<file path="src/rtl/mx_block_pe_ctrl_if.sv">
// Handshake bundle for mx_block_pe_ctrl: paired A/B operand streams in,
// quantized-block valid/ready out. The controller takes the slave view.
interface mx_block_pe_ctrl_if;
    logic a_valid;
    logic a_ready;
    logic b_valid;
    logic b_ready;
    logic out_valid;
    logic out_ready;

    // Front end / consumer side: drives operand valids and output ready
    modport master (
        output a_valid,
        output b_valid,
        output out_ready,
        input  a_ready,
        input  b_ready,
        input  out_valid
    );

    // Controller side
    modport slave (
        input  a_valid,
        input  b_valid,
        input  out_ready,
        output a_ready,
        output b_ready,
        output out_valid
    );
endinterface

</file>
<file path="src/rtl/mx_block_pe_ctrl.sv">
// Job sequencer for one MX Block PE wrapper: latches per-job modes, pairs
// A/B operand beats, counts K accumulations, waits out the PE pipeline,
// then runs requantize and hands the block to a valid/ready consumer.
module mx_block_pe_ctrl #(
    parameter int K_WIDTH  = 16,
    parameter int PIPE_LAT = 3,
    parameter int QUAN_LAT = 1
) (
    input  logic               clk_i,
    input  logic               rstn,
    input  logic               start_i,
    input  logic [1:0]         cfg_prec_mode_i,
    input  logic [1:0]         cfg_fp_mode_i,
    input  logic [1:0]         cfg_prec_mode_quan_i,
    input  logic [1:0]         cfg_fp_mode_quan_i,
    input  logic [K_WIDTH-1:0] cfg_k_i,
    input  logic               abort_i,
    mx_block_pe_ctrl_if.slave  strm,
    output logic               pe_a_valid_o,
    output logic               pe_b_valid_o,
    output logic [1:0]         pe_prec_mode_o,
    output logic [1:0]         pe_fp_mode_o,
    output logic [1:0]         pe_prec_mode_quan_o,
    output logic [1:0]         pe_fp_mode_quan_o,
    output logic               pe_send_output_o,
    output logic               busy_o,
    output logic               done_o,
    output logic               cfg_err_o
);

    localparam int DW = (PIPE_LAT > 1) ? $clog2(PIPE_LAT) : 1;
    localparam int QW = (QUAN_LAT > 1) ? $clog2(QUAN_LAT) : 1;

    typedef enum logic [2:0] {
        IDLE  = 3'd0,
        ACCUM = 3'd1,
        DRAIN = 3'd2,
        QUAN  = 3'd3,
        SEND  = 3'd4
    } state_t;

    state_t             state_q, state_d;
    logic [K_WIDTH-1:0] k_cnt_q, k_cnt_d;
    logic [DW-1:0]      d_cnt_q, d_cnt_d;
    logic [QW-1:0]      q_cnt_q, q_cnt_d;
    logic [1:0]         prec_q, prec_d;
    logic [1:0]         fp_q, fp_d;
    logic [1:0]         prec_quan_q, prec_quan_d;
    logic [1:0]         fp_quan_q, fp_quan_d;

    logic cfg_legal;
    logic fire;
    logic a_ready, b_ready, out_valid;

    assign cfg_legal = (cfg_k_i != '0) && (cfg_prec_mode_i != 2'b10);
    assign fire      = (state_q == ACCUM) && strm.a_valid && strm.b_valid;

    // State, counters and mode registers
    always_ff @(posedge clk_i or negedge rstn) begin
        if (!rstn) begin
            state_q     <= IDLE;
            k_cnt_q     <= '0;
            d_cnt_q     <= '0;
            q_cnt_q     <= '0;
            prec_q      <= '0;
            fp_q        <= '0;
            prec_quan_q <= '0;
            fp_quan_q   <= '0;
        end else begin
            state_q     <= state_d;
            k_cnt_q     <= k_cnt_d;
            d_cnt_q     <= d_cnt_d;
            q_cnt_q     <= q_cnt_d;
            prec_q      <= prec_d;
            fp_q        <= fp_d;
            prec_quan_q <= prec_quan_d;
            fp_quan_q   <= fp_quan_d;
        end
    end

    // Next-state and counter update; abort overrides every transition
    always_comb begin
        state_d     = state_q;
        k_cnt_d     = k_cnt_q;
        d_cnt_d     = d_cnt_q;
        q_cnt_d     = q_cnt_q;
        prec_d      = prec_q;
        fp_d        = fp_q;
        prec_quan_d = prec_quan_q;
        fp_quan_d   = fp_quan_q;
        unique case (state_q)
            IDLE: begin
                if (start_i && cfg_legal) begin
                    prec_d      = cfg_prec_mode_i;
                    fp_d        = cfg_fp_mode_i;
                    prec_quan_d = cfg_prec_mode_quan_i;
                    fp_quan_d   = cfg_fp_mode_quan_i;
                    k_cnt_d     = cfg_k_i;
                    state_d     = ACCUM;
                end
            end
            ACCUM: begin
                if (fire) begin
                    k_cnt_d = k_cnt_q - K_WIDTH'(1);
                    if (k_cnt_q == K_WIDTH'(1)) begin
                        d_cnt_d = DW'(PIPE_LAT - 1);
                        state_d = DRAIN;
                    end
                end
            end
            DRAIN: begin
                if (d_cnt_q == '0) begin
                    q_cnt_d = QW'(QUAN_LAT - 1);
                    state_d = QUAN;
                end else begin
                    d_cnt_d = d_cnt_q - DW'(1);
                end
            end
            QUAN: begin
                if (q_cnt_q == '0) begin
                    state_d = SEND;
                end else begin
                    q_cnt_d = q_cnt_q - QW'(1);
                end
            end
            SEND: begin
                if (strm.out_ready) begin
                    state_d = IDLE;
                end
            end
            default: state_d = IDLE;
        endcase
        if (abort_i && (state_q != IDLE)) begin
            state_d = IDLE;
        end
    end

    // Outputs decoded from state; the beat on an aborting cycle is still forwarded
    always_comb begin
        a_ready          = 1'b0;
        b_ready          = 1'b0;
        out_valid        = 1'b0;
        pe_a_valid_o     = 1'b0;
        pe_b_valid_o     = 1'b0;
        pe_send_output_o = 1'b0;
        done_o           = 1'b0;
        cfg_err_o        = 1'b0;
        busy_o           = (state_q != IDLE);
        unique case (state_q)
            IDLE: begin
                cfg_err_o = start_i && !cfg_legal;
            end
            ACCUM: begin
                a_ready      = strm.b_valid;
                b_ready      = strm.a_valid;
                pe_a_valid_o = fire;
                pe_b_valid_o = fire;
            end
            DRAIN: begin
            end
            QUAN: begin
                pe_send_output_o = 1'b1;
            end
            SEND: begin
                pe_send_output_o = 1'b1;
                out_valid        = 1'b1;
                done_o           = strm.out_ready && !abort_i;
            end
            default: begin
            end
        endcase
    end

    assign strm.a_ready   = a_ready;
    assign strm.b_ready   = b_ready;
    assign strm.out_valid = out_valid;

    assign pe_prec_mode_o      = prec_q;
    assign pe_fp_mode_o        = fp_q;
    assign pe_prec_mode_quan_o = prec_quan_q;
    assign pe_fp_mode_quan_o   = fp_quan_q;

endmodule
</file>
<file path="src/flat_wrapper.sv">
// flat-port wrapper written by rule: the top's interface ports become plain ports
module mx_block_pe_ctrl_flat 
#(
    parameter int K_WIDTH  = 16,
    parameter int PIPE_LAT = 3,
    parameter int QUAN_LAT = 1
)
  (clk_i, rstn, start_i, cfg_prec_mode_i, cfg_fp_mode_i, cfg_prec_mode_quan_i, cfg_fp_mode_quan_i, cfg_k_i, abort_i, pe_a_valid_o, pe_b_valid_o, pe_prec_mode_o, pe_fp_mode_o, pe_prec_mode_quan_o, pe_fp_mode_quan_o, pe_send_output_o, busy_o, done_o, cfg_err_o, strm_a_valid, strm_b_valid, strm_out_ready, strm_a_ready, strm_b_ready, strm_out_valid);
  mx_block_pe_ctrl_if strm_i ();
  input  logic clk_i;
  input  logic rstn;
  input  logic start_i;
  input  logic [1:0] cfg_prec_mode_i;
  input  logic [1:0] cfg_fp_mode_i;
  input  logic [1:0] cfg_prec_mode_quan_i;
  input  logic [1:0] cfg_fp_mode_quan_i;
  input  logic [K_WIDTH-1:0] cfg_k_i;
  input  logic abort_i;
  output logic pe_a_valid_o;
  output logic pe_b_valid_o;
  output logic [1:0] pe_prec_mode_o;
  output logic [1:0] pe_fp_mode_o;
  output logic [1:0] pe_prec_mode_quan_o;
  output logic [1:0] pe_fp_mode_quan_o;
  output logic pe_send_output_o;
  output logic busy_o;
  output logic done_o;
  output logic cfg_err_o;
  input wire logic [$bits(strm_i.a_valid)-1:0] strm_a_valid;
  input wire logic [$bits(strm_i.b_valid)-1:0] strm_b_valid;
  input wire logic [$bits(strm_i.out_ready)-1:0] strm_out_ready;
  output wire logic [$bits(strm_i.a_ready)-1:0] strm_a_ready;
  output wire logic [$bits(strm_i.b_ready)-1:0] strm_b_ready;
  output wire logic [$bits(strm_i.out_valid)-1:0] strm_out_valid;
  assign strm_i.a_valid = strm_a_valid;
  assign strm_i.b_valid = strm_b_valid;
  assign strm_i.out_ready = strm_out_ready;
  assign strm_a_ready = strm_i.a_ready;
  assign strm_b_ready = strm_i.b_ready;
  assign strm_out_valid = strm_i.out_valid;
  mx_block_pe_ctrl #(.K_WIDTH(K_WIDTH), .PIPE_LAT(PIPE_LAT), .QUAN_LAT(QUAN_LAT)) u_core (.clk_i(clk_i), .rstn(rstn), .start_i(start_i), .cfg_prec_mode_i(cfg_prec_mode_i), .cfg_fp_mode_i(cfg_fp_mode_i), .cfg_prec_mode_quan_i(cfg_prec_mode_quan_i), .cfg_fp_mode_quan_i(cfg_fp_mode_quan_i), .cfg_k_i(cfg_k_i), .abort_i(abort_i), .strm(strm_i), .pe_a_valid_o(pe_a_valid_o), .pe_b_valid_o(pe_b_valid_o), .pe_prec_mode_o(pe_prec_mode_o), .pe_fp_mode_o(pe_fp_mode_o), .pe_prec_mode_quan_o(pe_prec_mode_quan_o), .pe_fp_mode_quan_o(pe_fp_mode_quan_o), .pe_send_output_o(pe_send_output_o), .busy_o(busy_o), .done_o(done_o), .cfg_err_o(cfg_err_o));
endmodule
</file>
<file path="config.mk">
export PLATFORM = sky130hd
export DESIGN_NAME = mx_block_pe_ctrl_flat
export DESIGN_NICKNAME = d
export VERILOG_FILES = /design/src/rtl/mx_block_pe_ctrl_if.sv /design/src/rtl/mx_block_pe_ctrl.sv /design/src/flat_wrapper.sv
export SDC_FILE = /design/constraint.sdc
export NUM_CORES = 1
export LEC_CHECK = 0
export ABC_AREA = 1
export CAP_MARGIN = 20
export CORE_UTILIZATION = 25
export CTS_BUF_LIST = sky130_fd_sc_hd__clkbuf_8
export DETAILED_ROUTE_END_ITERATION = 10
export GPL_ROUTABILITY_DRIVEN = 0
export GPL_TIMING_DRIVEN = 1
export PLACE_DENSITY = 0.5
export SYNTH_ARGS = -nofsm -noshare
export SYNTH_HDL_FRONTEND = slang
export SYNTH_SLANG_ARGS = --single-unit
</file>
<file path="constraint.sdc">
create_clock -name clk_i -period 1.6 [get_ports clk_i]
set_clock_uncertainty 0.15 [all_clocks]
set_input_delay 0.32 -clock clk_i [delete_from_list [all_inputs] [get_ports clk_i]]
set_output_delay 0.32 -clock clk_i [all_outputs]
set_load 0.005 [all_outputs]
</file>
# After elaboration in Yosys (flattened, before gate mapping)
# Index checks and enable logic that the tools add are counted.
# op_classes
n_eq_ne,17
n_reduce_logical,22
n_addsub,3
mux,25
# op_table
operator,n
$mux 16,2
$pmux 16 s2,1
$mux 3,7
$eq 16x1->1 const B,1
$reduce_bool 16->1,1
$sub 16x1->16 const B,1
$pmux 3 s5,1
$mux 1,9
$logic_and 1x1->1,7
$eq 3x2->1 const B,2
$mux 2,3
$ne 2x1->1 const B,3
$ne 2x2->1 const B,3
$ne 3x1->1 const B,2
$ne 3x2->1 const B,2
$ne 3x3->1 const B,2
$reduce_and 6->1,1
$reduce_bool 2->1,3
$pmux 2 s2,1
$reduce_and 2->1,2
$reduce_and 4->1,1
$eq 3x1->1 const B,1
$eq 3x3->1 const B,1
$logic_not 3->1,1
other kinds (8),9
# totals
register_bits,30
out_inout_bits,17

# Longest topological paths before layout
# Gate-level depths: netlist (run 1).
# depth
depth_word,6
mapped_depth,10
mapped_depth_nobuf,10

# Worst setup path after synthesis (run 1)
# No wires, ideal clock.
# synth_timing
kind,register to output
from,reg u_core.state_q[2]
to,out pe_b_valid_o
slack_ns,0.005
stages_incl_launch_ff,5
required_time_ns,1.130
arrival_ns,1.125
path_cell_list,dfrtp_1 -> nor2_1 -> nand2_2 -> nor3_1 -> buf_4
# synth_between
elab_chain_cells,4
# synth_rtl
element,line,text
start: declaration,mx_block_pe_ctrl.sv:42,"state_t state_q, state_d;"
start signal: assignment,mx_block_pe_ctrl.sv:70,state_q <= state_d;
$eq 3x1->1 *,-,
$logic_and 1x1->1 (2 in series),mx_block_pe_ctrl.sv:56,assign fire = (state_q == ACCUM) && strm.a_valid && strm.b_valid;
$mux 1 *,-,
end: declaration,flat_wrapper.sv:20,output logic pe_b_valid_o;
# Mark *: on every way between the ends. The rest lies on a longest branch, timed or not.

# Final worst setup path (run 1)
# layout_timing
from,reg u_core.state_q[2]
to,out cfg_err_o
# layout_between
elab_chain_cells,2
# layout_rtl
element,line,text
$logic_not 3->1,mx_block_pe_ctrl.sv:149,unique case (state_q)
$mux 1,mx_block_pe_ctrl.sv:149,
end: declaration,flat_wrapper.sv:28,output logic cfg_err_o;
# Every way passes these cells.

==> results of run 1 <==
layer usage:
layer / global-route usage / vias to the layer above / share of wire
met4: 0.02778 / 0 / 0.0040
met2: 0.2216 / 72 / 0.46
met3: 0.04040 / 2 / 0.069
met1: 0.1938 / 1029 / 0.47
met5: 0 / - / 0
li1: - / 1178 / -
stage by stage:
stage          instance area [um^2]    util  worst slack, ns  total power (W)
2_1_floorplan                  1976       -         0.005105         0.003050
3_3_place_gp                   2898  0.3770          -0.7700         0.004335
3_5_place_dp                   2898  0.3770          -0.7957         0.004335
4_1_cts                        3284  0.4272          -0.2633         0.005669
5_1_grt                        3618  0.4707          -0.3701         0.007057
6_report                       3618  0.4707          -0.2849         0.006519
power groups by stage:
stage | logic [W] | clock network, W | registers (W)
global route | 0.00493 | 0.000692 | 0.00143
CTS | 0.00367 | 0.000653 | 0.00134
finish | 0.00450 | 0.000637 | 0.00138
detailed placement | 0.00300 | 0 | 0.00133
floorplan | 0.00174 | 0 | 0.00131
global placement | 0.00298 | 0 | 0.00135
worst max-delay path: stages (launching register included):
cell and delay (ns):
dfrtp_1 0.43, nor2_2 0.16, nand2_2 0.07, buf_6 0.12, nor2_4 0.07, a21boi_2 0.15
buf_2 0.13
layout make-up:
class,instances,area (um^2)
timing repair buffer,115,1157
tap,102,127.6
sequential,29,725.7
clock inverter,3,22.52
timing repair inverter,1,11.26
clock buffer,5,68.82
inverter,44,193.9
multi-input combinational,225,1311
fill,758,4069
sequential cells by signal, indices dropped and copies added, names as in the netlist:
signal / cells
u_core.pe_fp_mode_o: 2
u_core.d_cnt_q: 2
u_core.pe_prec_mode_quan_o: 2
u_core.pe_fp_mode_quan_o: 2
u_core.pe_prec_mode_o: 2
u_core.k_cnt_q: 16
u_core.state_q: 3
worst max path at each step:
stage / start / end / slack [ns] / depth (start not counted)
floorplan: u_core.state_q[2] / pe_b_valid_o / 0.005 / 4
global placement: cfg_k_i[8] / cfg_err_o / -0.77 / 7
detailed placement: cfg_k_i[8] / cfg_err_o / -0.80 / 7
CTS: u_core.state_q[2] / cfg_err_o / -0.26 / 6
global route: u_core.state_q[2] / cfg_err_o / -0.37 / 6
finish: u_core.state_q[2] / cfg_err_o / -0.28 / 6
what timing repair did:
| item | CTS | global route |
|---|---|---|
| pin swaps | 25 | 34 |
| setup buffers | 20 | 7 |
| gates resized for setup | 107 | 85 |
| setup endpoints to repair | 45 | 37 |
| cloned | 3 | 3 |
cells by family (layout without fill, tap and decap cells):
kind of cell               after synthesis  count (layout)  share of synthesized area
and+or+nand+nor                        188             188                     0.4085
adders and majority gates                3               3                    0.01900
xor gates and xnor gates                 1               1                   0.004434
AOI/OAI and AO/OA                       33              33                    0.08866
DFF                                     29              29                     0.3673
buffers and inverters                   51             168                     0.1121
cells in the mapped netlist, drive strengths merged:
cell	number
nand2	114
inv	44
nor2	38
dfrtp	29
nand3	28
o21ai	26
buf	7
nor3	4
ha	3
a21oi	2
a31oi	2
nand4	2
a21boi	1
nand3b	1
o21a	1
o31ai	1
or2	1
xor2	1
==> flow_metrics.env, run 1 <==
export IMPL_synthTopCellsByArea="dfrtp_1 37%, nand2_1 21%, inv_1 8.0%, nand3_1 6.8%, o21ai_0 6.6%"
export IMPL_synth_seq_cells=29
export IMPL_holdBufCountCts=0
export IMPL_ir_drop_uv=914.6
export IMPL_yosys_area_top_type="dfrtp_1"
export IMPL_rr_startpoint="u_core.state_q[2]"
export IMPL_dr_pass1_iters=4
export IMPL_report_final_slew_viol_count=0
export IMPL_cp_max_fo=3
export IMPL_setup_viol_count_final=37
export IMPL_nets=455
export IMPL_timing_final_crit_share=1.178
export IMPL_start_kind="flop"
export IMPL_hold_class="input port to asynchronous set/reset pin"
export IMPL_fmax_mhz=530.5
export IMPL_cts_tree="done"
export IMPL_layout_commonest_cell="nand2_1"
export IMPL_rsz0062_at_grt="yes"
export IMPL_critPathRequiredTime_ns=1.13
export IMPL_p_sw_frac=0.4422
export IMPL_drtIter0Drc=78
export IMPL_numCtsBuffers=5
export IMPL_syn_cell_area_mm2=0.001976
export IMPL_grt_pass1_wl_um=9549
export IMPL_max_cap_violations=0
export IMPL_start_util=0.2570
export IMPL_maxSlewHeadroom=0.8305
export IMPL_coreArea_mm2=0.007687
export IMPL_clock_latency_ns=0.29
export IMPL_grt_usage=0.1414
export IMPL_worst_ep_arrival_time_ns=1.41
export IMPL_synth_distinct_cells=26
export IMPL_ant_nets=0
export IMPL_syn_avg_cell_area_um2=6.478
export IMPL_numPortBuffers=47
export IMPL_antenna_found_initial=0
export IMPL_cts_root_buf="clkbuf_8"
export IMPL_p_int_w=0.003636
export IMPL_synth_seq_area_share=0.3673
export IMPL_p_switching_w=0.002882
export IMPL_final_cell_mix="82 x nand2_1, 47 x buf_4, 33 x inv_1, 29 x dfrtp_1, 28 x nor2_1"
export IMPL_netlist_area_leader_share=0.3673
export IMPL_die_h_um=90.90
export IMPL_path_clk_slew_ns=0.08
export IMPL_synthToLayoutAreaGrowth_pct=83.15
export IMPL_hold_ws_ns=0.2327
export IMPL_die_width_um=90.90
export IMPL_via_per_inst=4.353
export IMPL_layout_drive_gt1_share=0.3768
export IMPL_clock_sinks=29
export IMPL_dieArea_mm2=0.008262
export IMPL_endpoint_kind="output port"
export IMPL_hpwl_um=3848
export IMPL_cts_htree_levels=2
export IMPL_r2r_slack_ns=-0.19
export IMPL_report_final_hold_viol_count=0
export IMPL_rows=32
export IMPL_yosysWarnings=0
export IMPL_synthesis_instances=305
export IMPL_avgRoutedWirePerCell_um=11.54
export IMPL_cts_buffer_depth=2
export IMPL_totalWireLength_um=6045
export IMPL_power_density_mw_per_mm2=1801
export IMPL_numPlacedInstances=491
export IMPL_gr_total_overflow=0
export IMPL_vias=2281
export IMPL_failed_checks="setup timing"
export IMPL_diodes=0
export IMPL_p_clk_frac=0.098
export IMPL_worstMarginPinSlew_ns=0.2532
export IMPL_drc=0
export IMPL_setup_ws_ns=-0.2849
export IMPL_ios=48
export IMPL_grt_pass1_vias=2162
export IMPL_power_leakage_nw=1.893
export IMPL_grt_start_max_net_pins=30
export IMPL_finalSetupTns_ns=-4.672
export IMPL_sequentialPowerShare=0.212
export IMPL_finalNonFillerCells=524
export IMPL_status="finished with violations"
export IMPL_comb_power_share=0.690
export IMPL_fin_crit_ns=1.885
export IMPL_r2r_cells=11
export IMPL_r2r_end="u_core.k_cnt_q[8]"
export IMPL_synthesis_nets=339
export IMPL_worstSetupPathType="flop to output port"
Note: power is estimated with default switching activity, not from simulation.
==> run 2, diff against run 1 <==
- PLACE_DENSITY: 0.5 -> 0.48
- clock period: 1.6 -> 2.3 ns (I/O delays scaled with it)
==> run 2 against run 1 <==
Against the previous run:
- the run now ends clean
- final area down 21%
- worst hold slack better by 0.10 ns
- die area unchanged
- non-clock buffer count down 42
- via count down 10%
- highest routed layer unchanged
==> flow_metrics.env, run 2 (synthesized netlist as in run 1, its figures left out) <==
export IMPL_numPortBuffers=47
export IMPL_drc=0
export IMPL_sequentialPowerShare=0.288
export IMPL_ir_drop_uv=530.9
export IMPL_maxSlewHeadroom=0.7277
export IMPL_largest_register="u_core.k_cnt_q"
export IMPL_worst_ep_arrival_time_ns=1.60
export IMPL_die_width_um=90.90
export IMPL_reg_top3="u_core.k_cnt_q: 16 flops, u_core.state_q: 3 flops"
export IMPL_critPathRequiredTime_ns=1.69
export IMPL_report_final_hold_viol_count=0
export IMPL_finalSetupTns_ns=0
export IMPL_power_leakage_nw=1.467
export IMPL_endpoint_kind="output port"
export IMPL_vias=2043
export IMPL_dr_pass1_iters=4
export IMPL_cp_max_fo=4
export IMPL_fillCellCount=866
export IMPL_cp_cell_sequence="nor2_2 -> nand2_2 -> buf_12 -> nor2_4 -> clkdlybuf4s50_1"
export IMPL_grt_pass1_wl_um=8970
export IMPL_start_util=0.2570
export IMPL_cts_htree_levels=2
export IMPL_synthToLayoutAreaGrowth_pct=44.52
export IMPL_largest_reg_flops=16
export IMPL_drtIter0Drc=63
export IMPL_report_final_slew_viol_count=0
export IMPL_antenna_found_initial=0
export IMPL_cpPeakStageDelay_ns=0.50
export IMPL_status="finished, final reports clean"
export IMPL_cts_buffer_depth=2
export IMPL_clock_latency_ns=0.28
export IMPL_die_h_um=90.90
export IMPL_setup_viol_count_final=0
export IMPL_grt_pass1_vias=1972
export IMPL_p_int_w=0.001812
export IMPL_timing_final_crit_share=0.9594
export IMPL_cts_tree="done"
export IMPL_finalNonFillerCells=481
export IMPL_p_switching_w=0.001438
export IMPL_setup_ws_ns=0.09336
export IMPL_fin_crit_ns=2.207
export IMPL_fmax_mhz=453.2
export IMPL_final_cell_mix="110 x nand2_1, 42 x inv_1, 42 x clkdlybuf4s50_1, 32 x nor2_1, 29 x dfrtp_1"
export IMPL_hold_class="flop to flop"
export IMPL_ant_nets=0
export IMPL_comb_power_share=0.564
export IMPL_path_clk_slew_ns=0.07
export IMPL_power_density_mw_per_mm2=1138
export IMPL_p_sw_frac=0.4424
export IMPL_avgRoutedWirePerCell_um=10.43
export IMPL_nets=412
export IMPL_cp_top_family="buffers and inverters"
export IMPL_worstMarginPinSlew_ns=0.4084
export IMPL_p_clk_frac=0.148
export IMPL_max_cap_violations=0
export IMPL_rows=32
export IMPL_cp_slowest_cell="clkdlybuf4s50_1"
export IMPL_hpwl_um=3704
export IMPL_numCtsBuffers=5
export IMPL_dieArea_mm2=0.008262
export IMPL_rsz0062_at_grt="no"
export IMPL_diodes=0
export IMPL_gr_total_overflow=0
export IMPL_ios=48
export IMPL_layout_commonest_cell="nand2_1"
export IMPL_clock_sinks=29
export IMPL_numPlacedInstances=470
export IMPL_via_per_inst=4.247
export IMPL_grt_start_max_net_pins=30
export IMPL_worstSetupPathType="flop to output port"
export IMPL_post_place_ws_ns=-0.3379
export IMPL_totalWireLength_um=5015
export IMPL_grt_usage=0.1353
export IMPL_layout_drive_gt1_share=0.1372
export IMPL_coreArea_mm2=0.007687
export IMPL_start_kind="flop"
export IMPL_cts_root_buf="clkbuf_8"
export IMPL_path_buf_inv=2
==> run 2: changes by cell type in the layout (fill, tap and decap cells not counted), sizes merged <==
cell and change:
clkbuf -1, dlymetal6s2s -7, clkinvlp -3, buf -47
clkdlybuf4s50 +29, dlygate4sd2 -14
==> run 2: power by group through the flow <==
stage | clock, W | sequential [W] | combinational [W]
final | 0.000480 | 0.000935 | 0.00183
after global routing | 0.000510 | 0.000976 | 0.00214
after CTS | 0.000498 | 0.000936 | 0.00182
after detailed placement | 0 | 0.000945 | 0.00179
after global placement | 0 | 0.000950 | 0.00177
after floorplan | 0 | 0.000914 | 0.00121
==> run 2: repair_timing <==
action,in CTS,in global routing
gates resized for setup,10,8
hold buffers,0,0
setup buffers,2,1
setup endpoints to repair,5,3
pin swaps,0,1
endpoints found under the hold margin,0,0
==> run 2: path summary, 6_finish.rpt <==
kind / endpoint / startpoint / slack [ns] / cells after the start
worst max-delay path: strm_a_ready / u_core.state_q[1] / 0.09 / 5
max in group asynchronous: u_core.k_cnt_q[5] / rstn / 1.27 / 2
worst max register to register: u_core.state_q[0] / u_core.state_q[1] / 0.36 / 10
worst min-delay path: u_core.pe_fp_mode_o[1] / u_core.pe_fp_mode_o[1] / 0.34 / 2
min in group asynchronous: u_core.state_q[2] / rstn / 0.41 / 2
worst min register to register: u_core.pe_fp_mode_o[1] / u_core.pe_fp_mode_o[1] / 0.34 / 2
==> run 2: per-layer routing <==
layer / up-vias / GRT usage / wire length (um)
li1: 1096 / - / -
met1: 898 / 0.1822 / 2505
met2: 43 / 0.2083 / 2124
met3: 6 / 0.04040 / 329
met4: 0 / 0.03968 / 55
met5: - / 0 / 0
==> run 2: final cells by class <==
cell class	count	area, um^2	share of cell area
clock inverter	1	5.005	0.001753
timing repair buffer	73	684.4	0.2397
clock buffer	7	96.34	0.03374
multi-input combinational	225	1051	0.3681
tap	102	127.6	0.04470
inverter	44	165.2	0.05784
sequential	29	725.7	0.2542
==> run 2: worst register-to-register path, cell delays in order, from the launching register on <==
cell     delay [ns]
dfrtp_1        0.41
nor2_2         0.10
nand2_2        0.08
buf_12         0.14
buf_4          0.19
inv_2          0.32
nand2_1        0.13
nand3_1        0.12
nand2_1        0.07
nand3_1        0.07
nand2_1        0.06
==> run 2: stage by stage <==
step                      power (W)  hold WS [ns]    util  instance area (um^2)
after global routing       0.003630        0.3843  0.3714                  2855
after detailed placement   0.002732        0.3240  0.3516                  2703
after global placement     0.002724        0.3223  0.3516                  2703
after floorplan            0.002122       0.01441       -                  1976
final                      0.003249        0.3352  0.3714                  2855
after CTS                  0.003252        0.3408  0.3678                  2828
==> run 3, diff against run 2 <==
- ABC_AREA: 1 -> unset
==> run 3 against run 2 <==
Against the previous run:
- the run now ends with setup timing left
- worst hold slack got worse by 0.0020 ns
- register-to-register slack got worse by 0.40 ns
- critical path depth unchanged
- synthesized cell count shrank 33%
- via count shrank 1.2%
- fmax is 6.9% lower
- clock power about the same
- sequential power decreased by 15%
- final area grew 6.9%
- first-iteration DRC count up 78%
- global-route usage increased by 2.9 points
- largest cell class unchanged
- largest power group unchanged
==> flow_metrics.env, run 3 <==
export IMPL_report_final_slew_viol_count=0
export IMPL_grt_pass1_wl_um=9611
export IMPL_finalNonFillerCells=410
export IMPL_synthAdderAreaFrac=0.02004
export IMPL_start_kind="input port"
export IMPL_setup_ws_ns=-0.07047
export IMPL_gr_total_overflow=0
export IMPL_dr_pass1_iters=4
export IMPL_synthesis_nets=239
export IMPL_fmax_mhz=421.9
export IMPL_hpwl_um=4378
export IMPL_setup_viol_count_final=3
export IMPL_synth_edf_count=0
export IMPL_stdcell_area_mm2=0.003052
export IMPL_syn_avg_cell_area_um2=9.137
export IMPL_numCtsBuffers=5
export IMPL_via_per_inst=4.924
export IMPL_diodes=0
export IMPL_max_cap_violations=0
export IMPL_r2r_cells=4
export IMPL_timing_final_crit_share=1.031
export IMPL_failed_checks="setup timing"
export IMPL_cts_root_buf="clkbuf_8"
export IMPL_status="finished with violations"
export IMPL_drtIter0Drc=112
export IMPL_report_final_hold_viol_count=0
export IMPL_avgRoutedWirePerCell_um=14.61
export IMPL_fin_util=0.4207
export IMPL_yosys_area_top_type="dfrtp_1"
export IMPL_die_width_um=88.56
export IMPL_largest_register="u_core.k_cnt_q"
export IMPL_final_cell_mix="60 x buf_4, 27 x dfrtp_1, 24 x nand2_1, 23 x clkdlybuf4s50_1, 14 x nor2_1"
export IMPL_power_density_mw_per_mm2=778.0
export IMPL_synth_main_ff_cell="dfrtp_1"
export IMPL_yosysWarnings=0
export IMPL_ir_drop_uv=249.2
export IMPL_drc=0
export IMPL_worst_ep_arrival_time_ns=1.76
export IMPL_cts_tree="done"
export IMPL_worstMarginPinSlew_ns=0.5870
export IMPL_place_area_mm2=0.002828
export IMPL_layout_commonest_cell="buf_4"
export IMPL_coreArea_mm2=0.007253
export IMPL_rows=31
export IMPL_cts_htree_levels=2
export IMPL_synth_compound_area_share=0.2118
export IMPL_endpoint_kind="output port"
export IMPL_path_clk_slew_ns=0.06
export IMPL_synth_commonest_cells="29 x dfrtp_1, 24 x nand2_1, 15 x nor2_1"
export IMPL_fin_crit_ns=2.370
export IMPL_timing_critical_path_to="cfg_err_o"
export IMPL_totalWireLength_um=5992
export IMPL_nets=344
export IMPL_cp_max_fo=2
export IMPL_vias=2019
export IMPL_syn_cell_area_mm2=0.001873
export IMPL_r2r_slack_ns=-0.04
export IMPL_synth_simple_area_share=0.2578
export IMPL_numPortBuffers=47
export IMPL_clock_sinks=29
export IMPL_hold_class="flop to flop"
export IMPL_largest_reg_flops=16
export IMPL_rr_startpoint="u_core.k_cnt_q[6]"
export IMPL_numPlacedInstances=393
export IMPL_layout_drive_gt1_share=0.3601
export IMPL_r2r_end="u_core.d_cnt_q[0]"
export IMPL_synthToLayoutAreaGrowth_pct=62.93
export IMPL_die_h_um=88.56
export IMPL_async_flop_share=1.000
export IMPL_finalSetupTns_ns=-0.1384
export IMPL_ant_nets=0
export IMPL_critPathRequiredTime_ns=1.69
export IMPL_maxSlewHeadroom=0.6056
export IMPL_ios=48
export IMPL_synthMuxAreaShare=0.05945
export IMPL_grt_start_max_net_pins=30
export IMPL_synth_top_family_by_area="simple AND/OR/NAND/NOR gates"
export IMPL_cts_buffer_depth=2
export IMPL_synthesis_instances=205
export IMPL_grt_usage=0.1643
export IMPL_start_util=0.2582
export IMPL_holdBufCountCts=0
export IMPL_yosysMostFrequentCell="dfrtp_1"
export IMPL_synth_distinct_cells=49
export IMPL_reg_top3="u_core.k_cnt_q: 16 flops, u_core.state_q: 3 flops"
export IMPL_clock_latency_ns=0.29
export IMPL_rsz0062_at_grt="yes"
export IMPL_netlist_area_leader_share=0.3874
export IMPL_worstSetupPathType="input port to output port"
export IMPL_post_place_ws_ns=-0.8945
export IMPL_antenna_found_initial=0
export IMPL_power_leakage_nw=1.349
export IMPL_synth_seq_area_share=0.3874
export IMPL_cp_startpoint="cfg_k_i[10]"
export IMPL_synth_seq_cells=29
export IMPL_synthTopCellsByArea="dfrtp_1 39%, o221ai_1 5.6%, mux2_1 5.4%, nand2_1 4.8%, o211ai_1 3.2%"
export IMPL_grt_pass1_vias=1901
export IMPL_fillCellCount=749
export IMPL_dieArea_mm2=0.007842
export IMPL_synthXorXnorAreaFrac=0.004676
==> run 3: logic make-up after synthesis <==
| group | count (synthesis) |
|---|---|
| DFF | 29 |
| and+or+nand+nor | 88 |
| xor gates and xnor gates | 1 |
| adders and majority gates | 3 |
| AOI/OAI and AO/OA | 51 |
| muxes | 10 |
| buffers and inverters | 23 |
==> run 3: power breakdown <==
part,internal (W),switching [W],leakage (nW),total [W]
Combinational,0.000574,0.000526,0.956,0.00110
Clock,0.000270,0.000207,0.0542,0.000477
Sequential,0.000684,0.000113,0.339,0.000797
==> run 3: routing by layer <==
metal | global-route usage | wire length, um | vias to the layer above
met4 | 0.05279 | 88 | 0
li1 | - | - | 994
met2 | 0.2524 | 2769 | 52
met1 | 0.2305 | 2803 | 968
met3 | 0.03358 | 330 | 5
met5 | 0 | 0 | -
==> run 3: area by class of cell <==
cell class	count	area, um^2	area share
well taps	99	123.9	0.04059
clock buffers	7	96.34	0.03157
clock inverters	1	5.005	0.001640
flip-flops and latches	29	728.2	0.2386
multi-input cells	153	1122	0.3678
repair buffers	112	942.2	0.3087
inverters	9	33.78	0.01107
==> run 3: worst min-delay path by stage <==
stage	cells after the start	start	endpoint
floorplan	0	rstn	u_core.d_cnt_q[0]
detailed placement	1	u_core.pe_prec_mode_quan_o[0]	u_core.pe_prec_mode_quan_o[0]
CTS	1	u_core.pe_prec_mode_quan_o[0]	u_core.pe_prec_mode_quan_o[0]
global placement	1	u_core.pe_prec_mode_quan_o[1]	u_core.pe_prec_mode_quan_o[1]
global route	1	u_core.pe_prec_mode_o[1]	u_core.pe_prec_mode_o[1]
finish	1	u_core.pe_prec_mode_quan_o[0]	u_core.pe_prec_mode_quan_o[0]
==> run 3: repair_timing <==
action / in CTS / in global routing
endpoints found under the hold margin: 0 / 0
gates resized for setup: 73 / 20
buffers inserted: 6 / 5
setup endpoints to repair: 33 / 22
pin swaps: 8 / 12
==> run 3: metrics by stage <==
step,hold slack [ns],total power [W]
floorplan,0.01441,0.001332
global placement,0.3192,0.001871
detailed placement,0.3283,0.001880
CTS,0.3442,0.002367
global route,0.3566,0.002556
finish,0.3332,0.002374
==> run 3: worst max-delay path, stage by stage <==
cell	delay (ns)
buf_6	0.09
or4_4	0.54
o41a_1	0.46
nor2_1	0.09
buf_2	0.12
